--- src/rtl/vram_arb_if.sv ---
// vram_arb_if: requester and VRAM-port signals of one arbitrated bank
interface vram_arb_if #(parameter int AWIDTH = 12);
  logic CE;
  logic REN_REQ;
  logic [AWIDTH-1:0] REN_A;
  logic [7:0] REN_D;
  logic REN_ACK;
  logic CPU_REQ;
  logic CPU_WE;
  logic [AWIDTH-1:0] CPU_A;
  logic [7:0] CPU_DI;
  logic [7:0] CPU_DO;
  logic CPU_ACK;
  logic WAITB;
  logic [AWIDTH-1:0] MA;
  logic [7:0] MDO;
  logic [7:0] MDI;
  logic nMRD;
  logic nMWR;
  modport slave (
    input CE, REN_REQ, REN_A, CPU_REQ, CPU_WE, CPU_A, CPU_DI, MDI,
    output REN_D, REN_ACK, CPU_DO, CPU_ACK, WAITB, MA, MDO, nMRD, nMWR
  );
  modport master (
    output CE, REN_REQ, REN_A, CPU_REQ, CPU_WE, CPU_A, CPU_DI, MDI,
    input REN_D, REN_ACK, CPU_DO, CPU_ACK, WAITB, MA, MDO, nMRD, nMWR
  );
endinterface

--- src/rtl/vram_arb.sv ---
// vram_arb: render/CPU arbiter for one VRAM bank with CPU anti-starvation aging
module vram_arb #(
  parameter int AWIDTH = 12,
  parameter int STARVE_LIMIT = 4
) (
  input logic CLK,
  input logic RES,
  vram_arb_if.slave bus
);
  typedef enum logic [1:0] {IDLE, STROBE, DATA} state_t;
  localparam logic [3:0] LIM = 4'(STARVE_LIMIT);
  state_t state, state_nxt;
  logic sel_cpu, wr, grant, cpu_win, cpu_wr;
  logic [3:0] cnt;
  assign grant = state == IDLE && bus.CE && (bus.REN_REQ || bus.CPU_REQ);
  assign cpu_win = bus.CPU_REQ && (!bus.REN_REQ || (LIM != 4'd0 && cnt == LIM));
  assign cpu_wr = cpu_win && bus.CPU_WE;
  assign bus.WAITB = ~bus.CPU_REQ | bus.CPU_ACK;
  always_comb begin
    state_nxt = state == IDLE ? (grant ? STROBE : IDLE) :
                state == STROBE ? (wr ? IDLE : DATA) : IDLE;
  end
  always_ff @(posedge CLK) begin
    if (RES) state <= IDLE;
    else state <= state_nxt;
  end
  always_ff @(posedge CLK) begin
    if (RES) begin
      bus.nMRD <= 1'b1;
      bus.nMWR <= 1'b1;
      bus.REN_ACK <= 1'b0;
      bus.CPU_ACK <= 1'b0;
      bus.REN_D <= '0;
      bus.CPU_DO <= '0;
      bus.MA <= '0;
      bus.MDO <= '0;
      cnt <= '0;
      sel_cpu <= 1'b0;
      wr <= 1'b0;
    end else begin
      bus.REN_ACK <= 1'b0;
      bus.CPU_ACK <= 1'b0;
      if (grant) begin
        sel_cpu <= cpu_win;
        wr <= cpu_wr;
        bus.MA <= cpu_win ? bus.CPU_A : bus.REN_A;
        bus.nMRD <= cpu_wr;
        bus.nMWR <= ~cpu_wr;
        if (cpu_wr) bus.MDO <= bus.CPU_DI;
        // aging only advances while the CPU is actually waiting
        cnt <= cpu_win ? 4'd0 : (bus.CPU_REQ && cnt != LIM) ? cnt + 4'd1 : cnt;
      end
      if (state == STROBE) begin
        bus.nMRD <= 1'b1;
        bus.nMWR <= 1'b1;
        if (wr) bus.CPU_ACK <= 1'b1;
      end
      if (state == DATA) begin
        if (sel_cpu) begin
          bus.CPU_DO <= bus.MDI;
          bus.CPU_ACK <= 1'b1;
        end else begin
          bus.REN_D <= bus.MDI;
          bus.REN_ACK <= 1'b1;
        end
      end
    end
  end
endmodule
--- src/flat_wrapper.sv ---
// flat-port wrapper written by rule: the top's interface ports become plain ports
module vram_arb_flat 
#(
  parameter int AWIDTH = 12,
  parameter int STARVE_LIMIT = 4
)
  (CLK, RES, bus_CE, bus_REN_REQ, bus_REN_A, bus_CPU_REQ, bus_CPU_WE, bus_CPU_A, bus_CPU_DI, bus_MDI, bus_REN_D, bus_REN_ACK, bus_CPU_DO, bus_CPU_ACK, bus_WAITB, bus_MA, bus_MDO, bus_nMRD, bus_nMWR);
  vram_arb_if #(.AWIDTH(AWIDTH)) bus_i ();
  input logic CLK;
  input logic RES;
  input wire logic [$bits(bus_i.CE)-1:0] bus_CE;
  input wire logic [$bits(bus_i.REN_REQ)-1:0] bus_REN_REQ;
  input wire logic [$bits(bus_i.REN_A)-1:0] bus_REN_A;
  input wire logic [$bits(bus_i.CPU_REQ)-1:0] bus_CPU_REQ;
  input wire logic [$bits(bus_i.CPU_WE)-1:0] bus_CPU_WE;
  input wire logic [$bits(bus_i.CPU_A)-1:0] bus_CPU_A;
  input wire logic [$bits(bus_i.CPU_DI)-1:0] bus_CPU_DI;
  input wire logic [$bits(bus_i.MDI)-1:0] bus_MDI;
  output wire logic [$bits(bus_i.REN_D)-1:0] bus_REN_D;
  output wire logic [$bits(bus_i.REN_ACK)-1:0] bus_REN_ACK;
  output wire logic [$bits(bus_i.CPU_DO)-1:0] bus_CPU_DO;
  output wire logic [$bits(bus_i.CPU_ACK)-1:0] bus_CPU_ACK;
  output wire logic [$bits(bus_i.WAITB)-1:0] bus_WAITB;
  output wire logic [$bits(bus_i.MA)-1:0] bus_MA;
  output wire logic [$bits(bus_i.MDO)-1:0] bus_MDO;
  output wire logic [$bits(bus_i.nMRD)-1:0] bus_nMRD;
  output wire logic [$bits(bus_i.nMWR)-1:0] bus_nMWR;
  assign bus_i.CE = bus_CE;
  assign bus_i.REN_REQ = bus_REN_REQ;
  assign bus_i.REN_A = bus_REN_A;
  assign bus_i.CPU_REQ = bus_CPU_REQ;
  assign bus_i.CPU_WE = bus_CPU_WE;
  assign bus_i.CPU_A = bus_CPU_A;
  assign bus_i.CPU_DI = bus_CPU_DI;
  assign bus_i.MDI = bus_MDI;
  assign bus_REN_D = bus_i.REN_D;
  assign bus_REN_ACK = bus_i.REN_ACK;
  assign bus_CPU_DO = bus_i.CPU_DO;
  assign bus_CPU_ACK = bus_i.CPU_ACK;
  assign bus_WAITB = bus_i.WAITB;
  assign bus_MA = bus_i.MA;
  assign bus_MDO = bus_i.MDO;
  assign bus_nMRD = bus_i.nMRD;
  assign bus_nMWR = bus_i.nMWR;
  vram_arb #(.AWIDTH(AWIDTH), .STARVE_LIMIT(STARVE_LIMIT)) u_core (.CLK(CLK), .RES(RES), .bus(bus_i));
endmodule
--- config.mk ---
export PLATFORM = sky130hd
export DESIGN_NAME = vram_arb_flat
export DESIGN_NICKNAME = d
export VERILOG_FILES = /design/src/rtl/vram_arb_if.sv /design/src/rtl/vram_arb.sv /design/src/flat_wrapper.sv
export SDC_FILE = /design/constraint.sdc
export NUM_CORES = 1
export LEC_CHECK = 0
export BUFFER_PORTS_ARGS = -buffer_cell sky130_fd_sc_hd__buf_2
export CORE_MARGIN = 4
export CORE_UTILIZATION = 50
export DETAILED_ROUTE_END_ITERATION = 10
export PLACE_DENSITY = 0.84
export SLEW_MARGIN = 20
export SYNTH_ARGS = -nofsm -noshare
export SYNTH_HDL_FRONTEND = slang
export SYNTH_SLANG_ARGS = --single-unit
export TNS_END_PERCENT = 1
--- constraint.sdc ---
create_clock -name CLK -period 2.94 [get_ports CLK]
set_input_delay 0.147 -clock CLK [delete_from_list [all_inputs] [get_ports CLK]]
set_output_delay 0.147 -clock CLK [all_outputs]
set_load 0.05 [all_outputs]
==> results.toml, run 1 <==
[logic_synthesis]
ys_seq_area_frac = 0.490
syn_inst = 194
netlist_area_mm2 = 0.00196
synth_ff_type = "dfxtp_1"
syn-num-nets = 242
yosysWarnings = 0
async_reset_ff_frac = 0
synth_cell_types = 30
ys_seq_elements = 48
synth_edf_count = 0
syn_area_per_cell_um2 = 10.1

[clock_tree]
h-tree-depth = 2
insertion_delay_ps = 300
ctsResizeCount = 0
cts_buffer_depth = 2
post_cts_buffers = 0
root_buffer = "clkbuf_8"
clkSinkCount = 48
cts_buffers = 5
cts_tree = "done"
clkTransAtPathRegs_ps = 90
cts_hold_buf = 0

[floorplan]
io_pins = 87
die_w_um = 70.6
dieArea_mm2 = 0.00498
floorplan.initialDensity = 0.527
rows = 22
dieHeight_um = 70.6
core-area_mm2 = 0.00372

[drt]
route.detailed.drc = 0
vias = 1648
wl_um = 4250
wl_per_cell_um = 13.1
ant_nets = 0
firstDrtPassIters = 4
drt-initial-drc-count = 46
viasPerCell = 5.09

[status]
status = "completed"

[worst_setup_path]
regToRegEndpoint = "u_core.bus.MA[1]$_SDFFE_PP0P_"
cp.depth = 6
path_buf_inv = 1
rr_startpoint = "u_core.cnt[0]$_SDFFE_PP0P_"
r2r_slack_ps = 1140
crit_slowest_cell = "a21boi_4"
cp.required_ps = 3090
crit_type = "flip-flop to flip-flop"
startpoint_type = "flip-flop"
worstPathCellList = "inv_1, ha_1, nand3b_4, a21boi_4, mux2i_1, a211oi_1"
rr_worst_depth = 6
cp_max_fo = 13
critPathLaunch = "u_core.cnt[0]$_SDFFE_PP0P_"
critPathCapture = "u_core.bus.MA[1]$_SDFFE_PP0P_"
slowest_delay_ps = 510
path_delay_family = "compound AO/OA/AOI/OAI gates"
crit_arrival_ps = 1950
cp-end-kind = "flip-flop"

[placement]
gp_congestion = 0.762
place_hpwl_um = 3150
pre_cts_ws_ps = 1140
dpl-instance-area_mm2 = 0.00238
place_inst = 316
portBuffers = 86

[finish]
fin_util = 0.667
nets = 323
fill_cells = 324
final_cell_mix = "86 x buf_2, 48 x dfxtp_1, 42 x nor2_1"
drive_gt1_frac = 0.362
antennaDiodeCount = 0
regArea_um2 = 961
layout.cells.non_filler = 324
post-route-cell-area_mm2 = 0.00248
multi_input_area_um2 = 912
final_common_cell = "buf_2"
area_growth_pct = 26.6

[timing]
fin_crit_ps = 1800
whs_ps = 86.8
setup_violations = 0
fin_tns_setup_ps = 0
timing.final.crit_share = 0.611
maxSlewHeadroom = 0.437
tightestPinTransition_ps = 841
fmax_ghz = 0.557
fin_skew_ps = 9.90
setup_slack_ps = 1140
rsz0062_at_grt = "no"
drv_slew = 0
hold_viol_final = 0

[hold_path]
min_path_type = "primary input to flip-flop"

[global_route]
antenna_found_initial = 0
grt_pass1_vias = 1629
track_usage = 0.168
grt_max_degree = 48
grt_pass1_wl_um = 6980
gr-total-overflow = 0

[power]
total_power_mw = 1.32
power_density_mw_per_mm2 = 532
vdd_drop_max_uv = 367
cellLeakagePower_nw = 1.17

[flow_run]
max-cap-violations = 0
-- worst min-delay path: stages --
cell,delay [ps]
buf_2,80
mux2i_1,50
nor2_1,70
-- routing by layer --
metal  part of all wire  vias to the layer above  routed length (µm)  track usage
li1                   -                      833                   -            -
met5                  0                        -                   0            0
met2               0.52                       52                2190        0.299
met3              0.077                        2                 327       0.0526
met1               0.40                      761                1720        0.199
met4             0.0028                        0                  12       0.0355
-- power breakdown --
group	leakage (nW)	internal, mW	switching [mW]	total [mW]
clock network	0.0434	0.191	0.218	0.409
logic	0.733	0.0731	0.150	0.224
registers	0.391	0.675	0.0131	0.688
-- sequential cells by signal (all words and copies together), names as in the netlist --
signal              cells
u_core.bus.nMRD         1
u_core.sel_cpu          1
u_core.bus.REN_ACK      1
u_core.state            2
u_core.bus.nMWR         1
u_core.bus.REN_D        8
u_core.bus.CPU_DO       8
u_core.bus.MA          12
u_core.bus.CPU_ACK      1
u_core.bus.MDO          8
u_core.wr               1
u_core.cnt              4
-- cell families (layout without fill, tap and decap cells) --
kind of cell | Yosys count | after routing | synth area share
flip-flops | 48 | 48 | 0.490
AO/OA/AOI/OAI | 27 | 27 | 0.100
buffers and inverters | 16 | 98 | 0.0466
multiplexers | 36 | 36 | 0.184
AND/OR/NAND/NOR | 65 | 65 | 0.166
adder cells (fa/ha/maj) | 2 | 2 | 0.0128
-- final cells by class --
type | instances | share of cell area
repair buffers | 87 | 0.177
well taps | 48 | 0.0242
inverters | 3 | 0.00454
clock buffers | 6 | 0.0333
clock inverters | 2 | 0.00605
flip-flops and latches | 48 | 0.387
multi-input cells | 130 | 0.368
-- synthesized netlist by cell type (2+ instances only) --
cell	count	area (µm²)
buf_2	6	30.0
inv_1	3	11.3
buf_1	2	7.51
ha_1	2	25.0
clkbuf_1	3	11.3
mux2i_1	36	360
a21oi_1	8	40.0
dfxtp_1	48	961
nand4_1	3	18.8
a211oi_1	12	90.1
nor2b_1	3	18.8
nor3b_1	3	22.5
nor2_1	42	158
nand2_1	7	26.3
-- worst min path at each step --
stage,start,endpoint,slack [ps],cells after the start
6_report,bus_CPU_DI[7],u_core.bus.MDO[7]$_SDFFE_PP0P_,90,3
5_1_grt,bus_CPU_DI[4],u_core.bus.MDO[4]$_SDFFE_PP0P_,100,3
4_1_cts,bus_CPU_DI[7],u_core.bus.MDO[7]$_SDFFE_PP0P_,80,3
3_5_place_dp,bus_CPU_DI[2],u_core.bus.MDO[2]$_SDFFE_PP0P_,390,3
3_3_place_gp,bus_CPU_DI[2],u_core.bus.MDO[2]$_SDFFE_PP0P_,380,3
2_1_floorplan,bus_MDI[0],u_core.bus.CPU_DO[0]$_SDFFE_PP0P_,290,2
Power figures use the tool's default switching activity.
==> run 2: changes to the inputs <==
CORE_UTILIZATION = 42   (was 50)
PLACE_DENSITY = 0.75   (was 0.84)
clock period = 1.6 ns   (was 2.94 ns; I/O delays follow)
==> run 2 against run 1 <==
Cell count grew 3.7%. First-iteration DRC count is 43% higher. Combinational power increased by 99%. Non-clock buffer count grew 9. Setup slack worse by 1000 ps. Core utilization fell by 7.2 points. Global-route usage shrank 1.4 points. Sequential power up 83%. Flip-flop and latch count unchanged. Clock-buffer cell count is 1 lower. Die area rose by 17%. Critical endpoint is now u_core.bus.MDO[7]$_SDFFE_PP0P_. Highest routed layer unchanged.
==> results.toml, run 2 (synthesis results as in run 1) <==
[clock_tree]
cts_tree = "done"
post_cts_buffers = 0
clkSinkCount = 48
insertion_delay_ps = 290
root_buffer = "clkbuf_8"
cts_buffers = 5
clkTransAtPathRegs_ps = 90
cts_hold_buf = 0
h-tree-depth = 2
cts_buffer_depth = 2

[timing]
fin_crit_ps = 1500
maxSlewHeadroom = 0.643
timing.final.crit_share = 0.937
fin_tns_setup_ps = 0
drv_slew = 0
setup_violations = 0
tightestPinTransition_ps = 535
whs_ps = 17.5
fmax_ghz = 0.667
setup_slack_ps = 101
rsz0062_at_grt = "no"
fin_skew_ps = 9.98
hold_viol_final = 0

[worst_setup_path]
crit_type = "flip-flop to flip-flop"
crit_arrival_ps = 1670
cp.required_ps = 1770
rr_worst_depth = 7
rr_startpoint = "u_core.cnt[0]$_SDFFE_PP0P_"
regToRegEndpoint = "u_core.bus.MDO[7]$_SDFFE_PP0P_"
cp-end-kind = "flip-flop"
critPathCapture = "u_core.bus.MDO[7]$_SDFFE_PP0P_"
startpoint_type = "flip-flop"
cp_max_fo = 11
r2r_slack_ps = 100
critPathLaunch = "u_core.cnt[0]$_SDFFE_PP0P_"

[global_route]
use_met1 = 0.163
gr-total-overflow = 0
track_usage = 0.154
grt_pass1_wl_um = 7400
antenna_found_initial = 0
grt_max_degree = 28
grt_util_met3 = 0.0532
met2_usage = 0.278
grt_pass1_vias = 1724
grt-busiest-layer = "met2"

[hold_path]
whs_path_depth = 3
min_path_type = "primary input to flip-flop"

[placement]
portBuffers = 86
gp_congestion = 0.738
place_hpwl_um = 3250
dpl-instance-area_mm2 = 0.00249
pre_cts_ws_ps = -23.1
place_inst = 329

[finish]
drive_gt1_frac = 0.398
regArea_um2 = 962
largest_reg_flops = 12
nets = 332
fin_util = 0.596
fill_cells = 403
antennaDiodeCount = 0
post-route-cell-area_mm2 = 0.00265
layout.cells.non_filler = 336
top_register = "u_core.bus.MA"
area_growth_pct = 35.1
final_cell_mix = "86 x buf_2, 47 x dfxtp_1, 42 x nor2_1"
final_common_cell = "buf_2"
multi_input_area_um2 = 937

[drt]
drt-initial-drc-count = 66
vias = 1673
wl_um = 4360
firstDrtPassIters = 4
ant_nets = 0
wl_per_cell_um = 13.0
route.detailed.drc = 0
viasPerCell = 4.98

[power]
total_power_mw = 2.71
p_seq_frac = 0.465
p_sw_mw = 0.699
power_frac_clock = 0.370
internal_power_mw = 2.01
swShare = 0.258
power_density_mw_per_mm2 = 1020
cellLeakagePower_nw = 1.25
p_comb_frac = 0.164
vdd_drop_max_uv = 648

[floorplan]
dieHeight_um = 76.3
floorplan.initialDensity = 0.441
rows = 24
core-area_mm2 = 0.00444
dieArea_mm2 = 0.00582
die_w_um = 76.3
io_pins = 87

[status]
status = "completed"

[flow_run]
max-cap-violations = 0
==> run 2: what timing repair did <==
| item | 4_1_cts | 5_1_grt |
|---|---|---|
| pin swaps | 1 | 1 |
| resized for setup | 3 | 4 |
| cloned | 0 | 0 |
| setup endpoints to repair | 8 | 19 |
==> run 2: how the worst min path moves through the flow <==
stage                        from                           endpoint
floorplan              bus_MDI[0]  u_core.bus.CPU_DO[0]$_SDFFE_PP0P_
global placement    bus_CPU_DI[0]     u_core.bus.MDO[0]$_SDFFE_PP0P_
detailed placement  bus_CPU_DI[4]     u_core.bus.MDO[4]$_SDFFE_PP0P_
CTS                 bus_CPU_DI[0]     u_core.bus.MDO[0]$_SDFFE_PP0P_
global route           bus_MDI[2]  u_core.bus.CPU_DO[2]$_SDFFE_PP0P_
finish              bus_CPU_DI[4]     u_core.bus.MDO[4]$_SDFFE_PP0P_
==> run 2: worst max-delay path, cell delays in order, from the launching register on <==
cell	delay, ps
dfxtp_2	330
inv_2	70
ha_4	150
nand3b_4	120
a211oi_4	280
buf_12	180
mux2i_1	180
nor2_1	60
==> run 2: layer usage <==
metal / wire length [µm] / vias to the layer above
li1: - / 849
met1: 1830 / 761
met2: 2120 / 54
met3: 341 / 9
met4: 73 / 0
met5: 0 / -
==> run 2: power groups by stage <==
stage               clock, mW  sequential [mW]  combinational (mW)
floorplan                   0             1.43               0.159
global placement            0             1.29               0.436
detailed placement          0             1.29               0.442
CTS                      1.03             1.26               0.448
global route             1.07             1.27               0.484
finish                   1.00             1.26               0.445
==> run 2: final cells by class <==
class	instances	area share
Tap cell	52	0.0246
Clock buffer	5	0.0260
Timing Repair Buffer	96	0.205
Multi-Input combinational cell	130	0.354
Sequential cell	48	0.363
Inverter	3	0.00425
Clock inverter	2	0.0227
